File: config.mk
export PLATFORM = sky130hd
export DESIGN_NAME = z80_bus_bridge_flat
export DESIGN_NICKNAME = d
export VERILOG_FILES = /design/src/rtl/z80_bus_bridge_if.sv /design/src/rtl/z80_bus_bridge.sv /design/src/flat_wrapper.sv
export SDC_FILE = /design/constraint.sdc
export NUM_CORES = 1
export LEC_CHECK = 0
export CORE_MARGIN = 2
export CORE_UTILIZATION = 40
export CTS_CLUSTER_SIZE = 30
export DETAILED_ROUTE_END_ITERATION = 10
export PLACE_DENSITY = 0.8
export RECOVER_POWER = 25
export SYNTH_ARGS = -nofsm -noshare
export SYNTH_HDL_FRONTEND = slang
export SYNTH_SLANG_ARGS = --single-unit
File: constraint.sdc
create_clock -name clk -period 1.95 [get_ports clk]
set_input_delay 0.2925 -clock clk [delete_from_list [all_inputs] [get_ports clk]]
set_output_delay 0.2925 -clock clk [all_outputs]
set_load 0.005 [all_outputs]
File: src/rtl/z80_bus_bridge_if.sv
// Z80 bus bridge interface: CPU strobes/address/data, RAM port, IO port.
// slave = bridge view, master = CPU/memory/IO environment view.
interface z80_bus_bridge_if;
    logic [15:0] cpu_a;
    logic [7:0]  cpu_do;
    logic        cpu_m1_n;
    logic        cpu_mreq_n;
    logic        cpu_iorq_n;
    logic        cpu_rd_n;
    logic        cpu_wr_n;
    logic        cpu_rfsh_n;
    logic [7:0]  cpu_di;
    logic        cpu_wait_n;
    logic [15:0] ram_addr;
    logic        ram_en;
    logic        ram_we;
    logic [7:0]  ram_wdata;
    logic [7:0]  ram_rdata;
    logic [7:0]  io_addr;
    logic [7:0]  io_wdata;
    logic        io_wstb;
    logic        io_rstb;
    logic [7:0]  io_rdata;
    logic        busy;

    modport slave (
        input  cpu_a, cpu_do, cpu_m1_n, cpu_mreq_n, cpu_iorq_n,
        input  cpu_rd_n, cpu_wr_n, cpu_rfsh_n, ram_rdata, io_rdata,
        output cpu_di, cpu_wait_n, ram_addr, ram_en, ram_we,
        output ram_wdata, io_addr, io_wdata, io_wstb, io_rstb, busy
    );

    modport master (
        output cpu_a, cpu_do, cpu_m1_n, cpu_mreq_n, cpu_iorq_n,
        output cpu_rd_n, cpu_wr_n, cpu_rfsh_n, ram_rdata, io_rdata,
        input  cpu_di, cpu_wait_n, ram_addr, ram_en, ram_we,
        input  ram_wdata, io_addr, io_wdata, io_wstb, io_rstb, busy
    );
endinterface

File: src/rtl/z80_bus_bridge.sv
// Z80 bus bridge: turns CPU bus cycles into single RAM/IO strobes with waits.
// Ports: clk, reset_n (async, active-low), bus (z80_bus_bridge_if.slave).
// Param WAIT_STATES (0..7). Macro Z80_BRIDGE_IO_EN enables IO-space access.
module z80_bus_bridge #(
    parameter int WAIT_STATES = 1
) (
    input logic             clk,
    input logic             reset_n,
    z80_bus_bridge_if.slave bus
);
    typedef enum logic [2:0] {
        IDLE, WAIT, ACCESS, CAPTURE, HOLD
    } state_t;

    localparam logic [2:0] WS = 3'(WAIT_STATES);

    state_t      state_q, state_d;
    logic [2:0]  cnt_q;
    logic [15:0] addr_q;
    logic [7:0]  data_q;
    logic [7:0]  di_q;
    logic        is_io_q;
    logic        is_wr_q;
    logic        mem_req, io_req, intack, start;

    assign mem_req = !bus.cpu_mreq_n && bus.cpu_rfsh_n &&
                     (!bus.cpu_rd_n || !bus.cpu_wr_n);
`ifdef Z80_BRIDGE_IO_EN
    assign io_req  = !bus.cpu_iorq_n && bus.cpu_m1_n &&
                     (!bus.cpu_rd_n || !bus.cpu_wr_n);
`else
    assign io_req  = 1'b0;
`endif
    assign intack  = !bus.cpu_iorq_n && !bus.cpu_m1_n;
    // Memory wins when both mreq and iorq are low.
    assign start   = mem_req || io_req;

    always_comb begin
        state_d = state_q;
        unique case (state_q)
            IDLE: begin
                if (start)
                    state_d = (WS == 3'd0) ? ACCESS : WAIT;
                else if (intack)
                    state_d = HOLD;
            end
            WAIT:    if (cnt_q <= 3'd1) state_d = ACCESS;
            ACCESS:  state_d = is_wr_q ? HOLD : CAPTURE;
            CAPTURE: state_d = HOLD;
            HOLD: begin
                if (bus.cpu_mreq_n && bus.cpu_iorq_n)
                    state_d = IDLE;
            end
            default: state_d = IDLE;
        endcase
    end

    always_ff @(posedge clk or negedge reset_n) begin
        if (!reset_n) begin
            state_q <= IDLE;
            cnt_q   <= 3'd0;
            addr_q  <= 16'h0000;
            data_q  <= 8'h00;
            di_q    <= 8'h00;
            is_io_q <= 1'b0;
            is_wr_q <= 1'b0;
        end else begin
            state_q <= state_d;
            if (state_q == IDLE && start) begin
                cnt_q   <= WS;
                addr_q  <= bus.cpu_a;
                data_q  <= bus.cpu_do;
                is_io_q <= !mem_req;
                is_wr_q <= !bus.cpu_wr_n;
            end else if (state_q == IDLE && intack) begin
                di_q <= 8'hFF;
            end else if (state_q == WAIT && cnt_q != 3'd0) begin
                cnt_q <= cnt_q - 3'd1;
            end else if (state_q == CAPTURE) begin
                di_q <= is_io_q ? bus.io_rdata : bus.ram_rdata;
            end
        end
    end

    assign bus.cpu_di     = di_q;
    assign bus.cpu_wait_n = !(state_q == WAIT && cnt_q != 3'd0);
    assign bus.busy       = (state_q != IDLE);
    assign bus.ram_addr   = addr_q;
    assign bus.ram_wdata  = data_q;
    assign bus.ram_en     = (state_q == ACCESS) && !is_io_q;
    assign bus.ram_we     = (state_q == ACCESS) && !is_io_q && is_wr_q;
`ifdef Z80_BRIDGE_IO_EN
    assign bus.io_addr    = addr_q[7:0];
    assign bus.io_wdata   = data_q;
    assign bus.io_wstb    = (state_q == ACCESS) && is_io_q && is_wr_q;
    assign bus.io_rstb    = (state_q == ACCESS) && is_io_q && !is_wr_q;
`else
    assign bus.io_addr    = 8'h00;
    assign bus.io_wdata   = 8'h00;
    assign bus.io_wstb    = 1'b0;
    assign bus.io_rstb    = 1'b0;
`endif
endmodule
File: src/flat_wrapper.sv
// flat-port wrapper written by rule: the top's interface ports become plain ports
module z80_bus_bridge_flat 
#(
    parameter int WAIT_STATES = 1
)
  (clk, reset_n, bus_cpu_a, bus_cpu_do, bus_cpu_m1_n, bus_cpu_mreq_n, bus_cpu_iorq_n, bus_cpu_rd_n, bus_cpu_wr_n, bus_cpu_rfsh_n, bus_ram_rdata, bus_io_rdata, bus_cpu_di, bus_cpu_wait_n, bus_ram_addr, bus_ram_en, bus_ram_we, bus_ram_wdata, bus_io_addr, bus_io_wdata, bus_io_wstb, bus_io_rstb, bus_busy);
  z80_bus_bridge_if bus_i ();
  input logic clk;
  input logic reset_n;
  input wire logic [$bits(bus_i.cpu_a)-1:0] bus_cpu_a;
  input wire logic [$bits(bus_i.cpu_do)-1:0] bus_cpu_do;
  input wire logic [$bits(bus_i.cpu_m1_n)-1:0] bus_cpu_m1_n;
  input wire logic [$bits(bus_i.cpu_mreq_n)-1:0] bus_cpu_mreq_n;
  input wire logic [$bits(bus_i.cpu_iorq_n)-1:0] bus_cpu_iorq_n;
  input wire logic [$bits(bus_i.cpu_rd_n)-1:0] bus_cpu_rd_n;
  input wire logic [$bits(bus_i.cpu_wr_n)-1:0] bus_cpu_wr_n;
  input wire logic [$bits(bus_i.cpu_rfsh_n)-1:0] bus_cpu_rfsh_n;
  input wire logic [$bits(bus_i.ram_rdata)-1:0] bus_ram_rdata;
  input wire logic [$bits(bus_i.io_rdata)-1:0] bus_io_rdata;
  output wire logic [$bits(bus_i.cpu_di)-1:0] bus_cpu_di;
  output wire logic [$bits(bus_i.cpu_wait_n)-1:0] bus_cpu_wait_n;
  output wire logic [$bits(bus_i.ram_addr)-1:0] bus_ram_addr;
  output wire logic [$bits(bus_i.ram_en)-1:0] bus_ram_en;
  output wire logic [$bits(bus_i.ram_we)-1:0] bus_ram_we;
  output wire logic [$bits(bus_i.ram_wdata)-1:0] bus_ram_wdata;
  output wire logic [$bits(bus_i.io_addr)-1:0] bus_io_addr;
  output wire logic [$bits(bus_i.io_wdata)-1:0] bus_io_wdata;
  output wire logic [$bits(bus_i.io_wstb)-1:0] bus_io_wstb;
  output wire logic [$bits(bus_i.io_rstb)-1:0] bus_io_rstb;
  output wire logic [$bits(bus_i.busy)-1:0] bus_busy;
  assign bus_i.cpu_a = bus_cpu_a;
  assign bus_i.cpu_do = bus_cpu_do;
  assign bus_i.cpu_m1_n = bus_cpu_m1_n;
  assign bus_i.cpu_mreq_n = bus_cpu_mreq_n;
  assign bus_i.cpu_iorq_n = bus_cpu_iorq_n;
  assign bus_i.cpu_rd_n = bus_cpu_rd_n;
  assign bus_i.cpu_wr_n = bus_cpu_wr_n;
  assign bus_i.cpu_rfsh_n = bus_cpu_rfsh_n;
  assign bus_i.ram_rdata = bus_ram_rdata;
  assign bus_i.io_rdata = bus_io_rdata;
  assign bus_cpu_di = bus_i.cpu_di;
  assign bus_cpu_wait_n = bus_i.cpu_wait_n;
  assign bus_ram_addr = bus_i.ram_addr;
  assign bus_ram_en = bus_i.ram_en;
  assign bus_ram_we = bus_i.ram_we;
  assign bus_ram_wdata = bus_i.ram_wdata;
  assign bus_io_addr = bus_i.io_addr;
  assign bus_io_wdata = bus_i.io_wdata;
  assign bus_io_wstb = bus_i.io_wstb;
  assign bus_io_rstb = bus_i.io_rstb;
  assign bus_busy = bus_i.busy;
  z80_bus_bridge #(.WAIT_STATES(WAIT_STATES)) u_core (.clk(clk), .reset_n(reset_n), .bus(bus_i));
endmodule
==> flow_summary.yaml <==
power_and_ir_drop:
  p_seq_share_pct: 35.9
  pwr-share-clk_pct: 13.8
  p_leak_nw: 1.386
  p_per_area_mw_per_mm2: 1339
  intPower_mw: 2.922
  swShare_pct: 29.67
  ir_drop_v: 0.0007713
  switching_power_mw: 1.233
  pwr-share-comb_pct: 50.4
route:
  first_iter_violations: 53
  vias: 1517
  wire_per_inst_um: 14.63
  drc_errors: 0
  drtAntennaViolNets: 0
  viasPerCell: 4.597
  firstDrtPassIters: 4
  routed_wl_um: 4828
global_route:
  grt_pass1_vias: 1570
  grt_overflow: 0
  grt_max_degree: 22
  grt_pass1_wl_um: 7286
  antenna_found_initial: 0
  grtUsageTotal_pct: 17.41
sta:
  finalSetupViolations: 0
  maxClockFrequency_mhz: 522.1
  final.setup_skew_ns: 0.005925
  drv_slew: 0
  slew-limit-headroom_pct: 62.23
  hold_slack_ns: 0.5071
  hold_violations: 0
  fin_crit_sh_pct: 98.22
  fin_crit_ns: 1.915
  tightest_slew_ns: 0.5654
  rsz0062_at_grt: "false"
critical_path:
  ff2ff_setup_slack_ns: 0.20
  cp_max_fo: 7
  cp.required_ns: 1.66
  crit_path_max_incr_delay_ns: 0.50
  cp_slowest_cell: "dfrtp_2"
  cp-startpoint: "u_core.state_q[2]"
  reg2reg_depth: 5
  crit_family: "flip-flops"
  crit_type: "register to primary output"
  r2r_start: "u_core.state_q[0]"
  cp_num_buf_inv: 1
  crit_chain: "or3_4, clkdlybuf4s50_1"
  arrival_ns: 1.62
  critPathLaunchType: "register"
  r2r_end: "u_core.bus.cpu_di[4]"
  end_kind: "primary output"
  cp.depth: 2
clocking:
  cts-root-buf: "clkbuf_8"
  cts.reportedPaths.clkPinSlew_ns: 0.08
  cts_tree: "done"
  numClockSinks: 40
  ctsLongestPathBuffers: 2
  cts_htree_levels: 2
  cts_buffers: 5
  clk-insertion-delay-late_ns: 0.28
synth:
  synth_seq_cells: 40
  synth.largest_area_cell: "dfrtp_1"
  synth_cells: 162
  synth_edf_count: 0
  avgSynthCellArea_um2: 12.55
  synth_top_area_share_pct: 49.23
  synth-async-reset-ratio_pct: 100.0
  synth_common_cells: "40 x dfrtp_1, 18 x buf_4, 16 x mux2_4"
  ys_top_cells_by_area: "dfrtp_1 49%, mux2_4 12%, buf_4 6.6%, mux2_2 5.0%, mux2i_1 4.4%"
  synth_warnings: 0
  syn_area_mm2: 0.002033
  synth.most_common_cell: "dfrtp_1"
  ys_seq_area_share_pct: 49.23
  ys.flop_type: "dfrtp_1"
  synthDistinctLibCells: 29
placement:
  dp.cells: 315
  hpwlAfterDp_um: 3562
  globalplace.congestion: 0.8310
  numPortBuffers: 83
layout:
  diodes: 0
  fin_cells: 330
  drive_gt1_share_pct: 23.19
  syn2layout_area_growth_pct: 52.68
  fin_util_pct: 64.44
  layout.nets: 313
floorplan:
  io_pins: 102
  num_rows: 25
  start_util_pct: 42.21
  die-area_mm2: 0.005669
  fp.dieH_um: 75.30
  die_w_um: 75.30
  core_mm2: 0.004817
job:
  cap_violations: 0
worst_hold_path:
  min_path_type: "input port to async pin"
run_status:
  outcome: "finished clean"
registers in the layout, summed over array words and instances, names as in the netlist:
| name | count |
|---|---|
| u_core.cnt_q | 3 |
| u_core.state_q | 3 |
| u_core.is_io_q | 1 |
| u_core.is_wr_q | 1 |
| u_core.bus.ram_wdata | 8 |
| u_core.bus.cpu_di | 8 |
| u_core.bus.ram_addr | 16 |
stage by stage:
step                      setup TNS [ns]  power, mW  setup WS [ns]  area, um2
after floorplan                        0      2.373         0.2609       2097
after global placement                 0      3.388        0.04273       2930
after detailed placement        -0.04017      3.458       -0.04017       2930
after CTS                              0      4.176       0.005887       3105
after global routing                   0      4.434       0.006777       3104
final                                  0      4.155        0.03473       3104
cells in the final DEF (no fill, tap or decap), types with 2 or more instances in the layout:
| cell type | n |
|---|---|
| a21oi_1 | 3 |
| o21ai_0 | 3 |
| dfrtp_1 | 37 |
| conb_1 | 18 |
| a2111oi_4 | 2 |
| or3_1 | 9 |
| buf_4 | 13 |
| mux2_4 | 16 |
| clkinvlp_4 | 2 |
| buf_12 | 2 |
| inv_1 | 5 |
| nand2_1 | 7 |
| clkbuf_8 | 6 |
| mux2_2 | 9 |
| nor2_1 | 10 |
| clkdlybuf4s50_1 | 79 |
| clkbuf_2 | 2 |
| and2_1 | 2 |
| mux2i_1 | 9 |
| a21boi_0 | 8 |
| ha_1 | 2 |
| dfrtp_2 | 3 |
power groups by stage:
stage               clock [mW]  sequential, mW  combinational [mW]
finish                   0.572            1.49                2.09
global route             0.636            1.54                2.26
CTS                      0.599            1.49                2.09
detailed placement           0            1.48                1.97
global placement             0            1.47                1.92
floorplan                    0            1.48               0.888
cells by family after synthesis:
family	share of synthesized area (%)
simple gates	9.847
other cells	0.1844
compound gates	7.262
fa+ha+maj	1.846
buf+inv	10.40
flops	49.23
mux	21.23
layout make-up:
type / instances / area [um2]
Clock inverter: 2 / 15.01
Clock buffer: 6 / 82.58
Multi-Input combinational cell: 109 / 920.9
Fill cell: 400 / 1713
Timing Repair Buffer: 100 / 974.7
Sequential cell: 40 / 1005
Inverter: 6 / 22.52
Tap cell: 67 / 83.83
what timing repair did:
action | in CTS | in global routing
pin swaps | 1 | 1
hold endpoints to repair | 20 | 0
gates resized for setup | 11 | 4
hold buffers | 1 | 0
endpoints found under the setup margin | 4 | 3
buffers inserted | 4 | 2
worst max path at each step:
stage / to
after floorplan: u_core.bus.ram_addr[10]
after global placement: bus_cpu_wait_n
after detailed placement: bus_cpu_wait_n
after CTS: bus_cpu_wait_n
after global routing: bus_cpu_wait_n
final: bus_busy
layer usage:
metal	vias up	wire [um]	track usage, %
met2	46	2700	31.01
met1	751	1881	20.52
met3	2	223	4.894
li1	718	-	-
met5	-	0	0
met4	0	22	4.873
(Power assumes the default switching activity.)
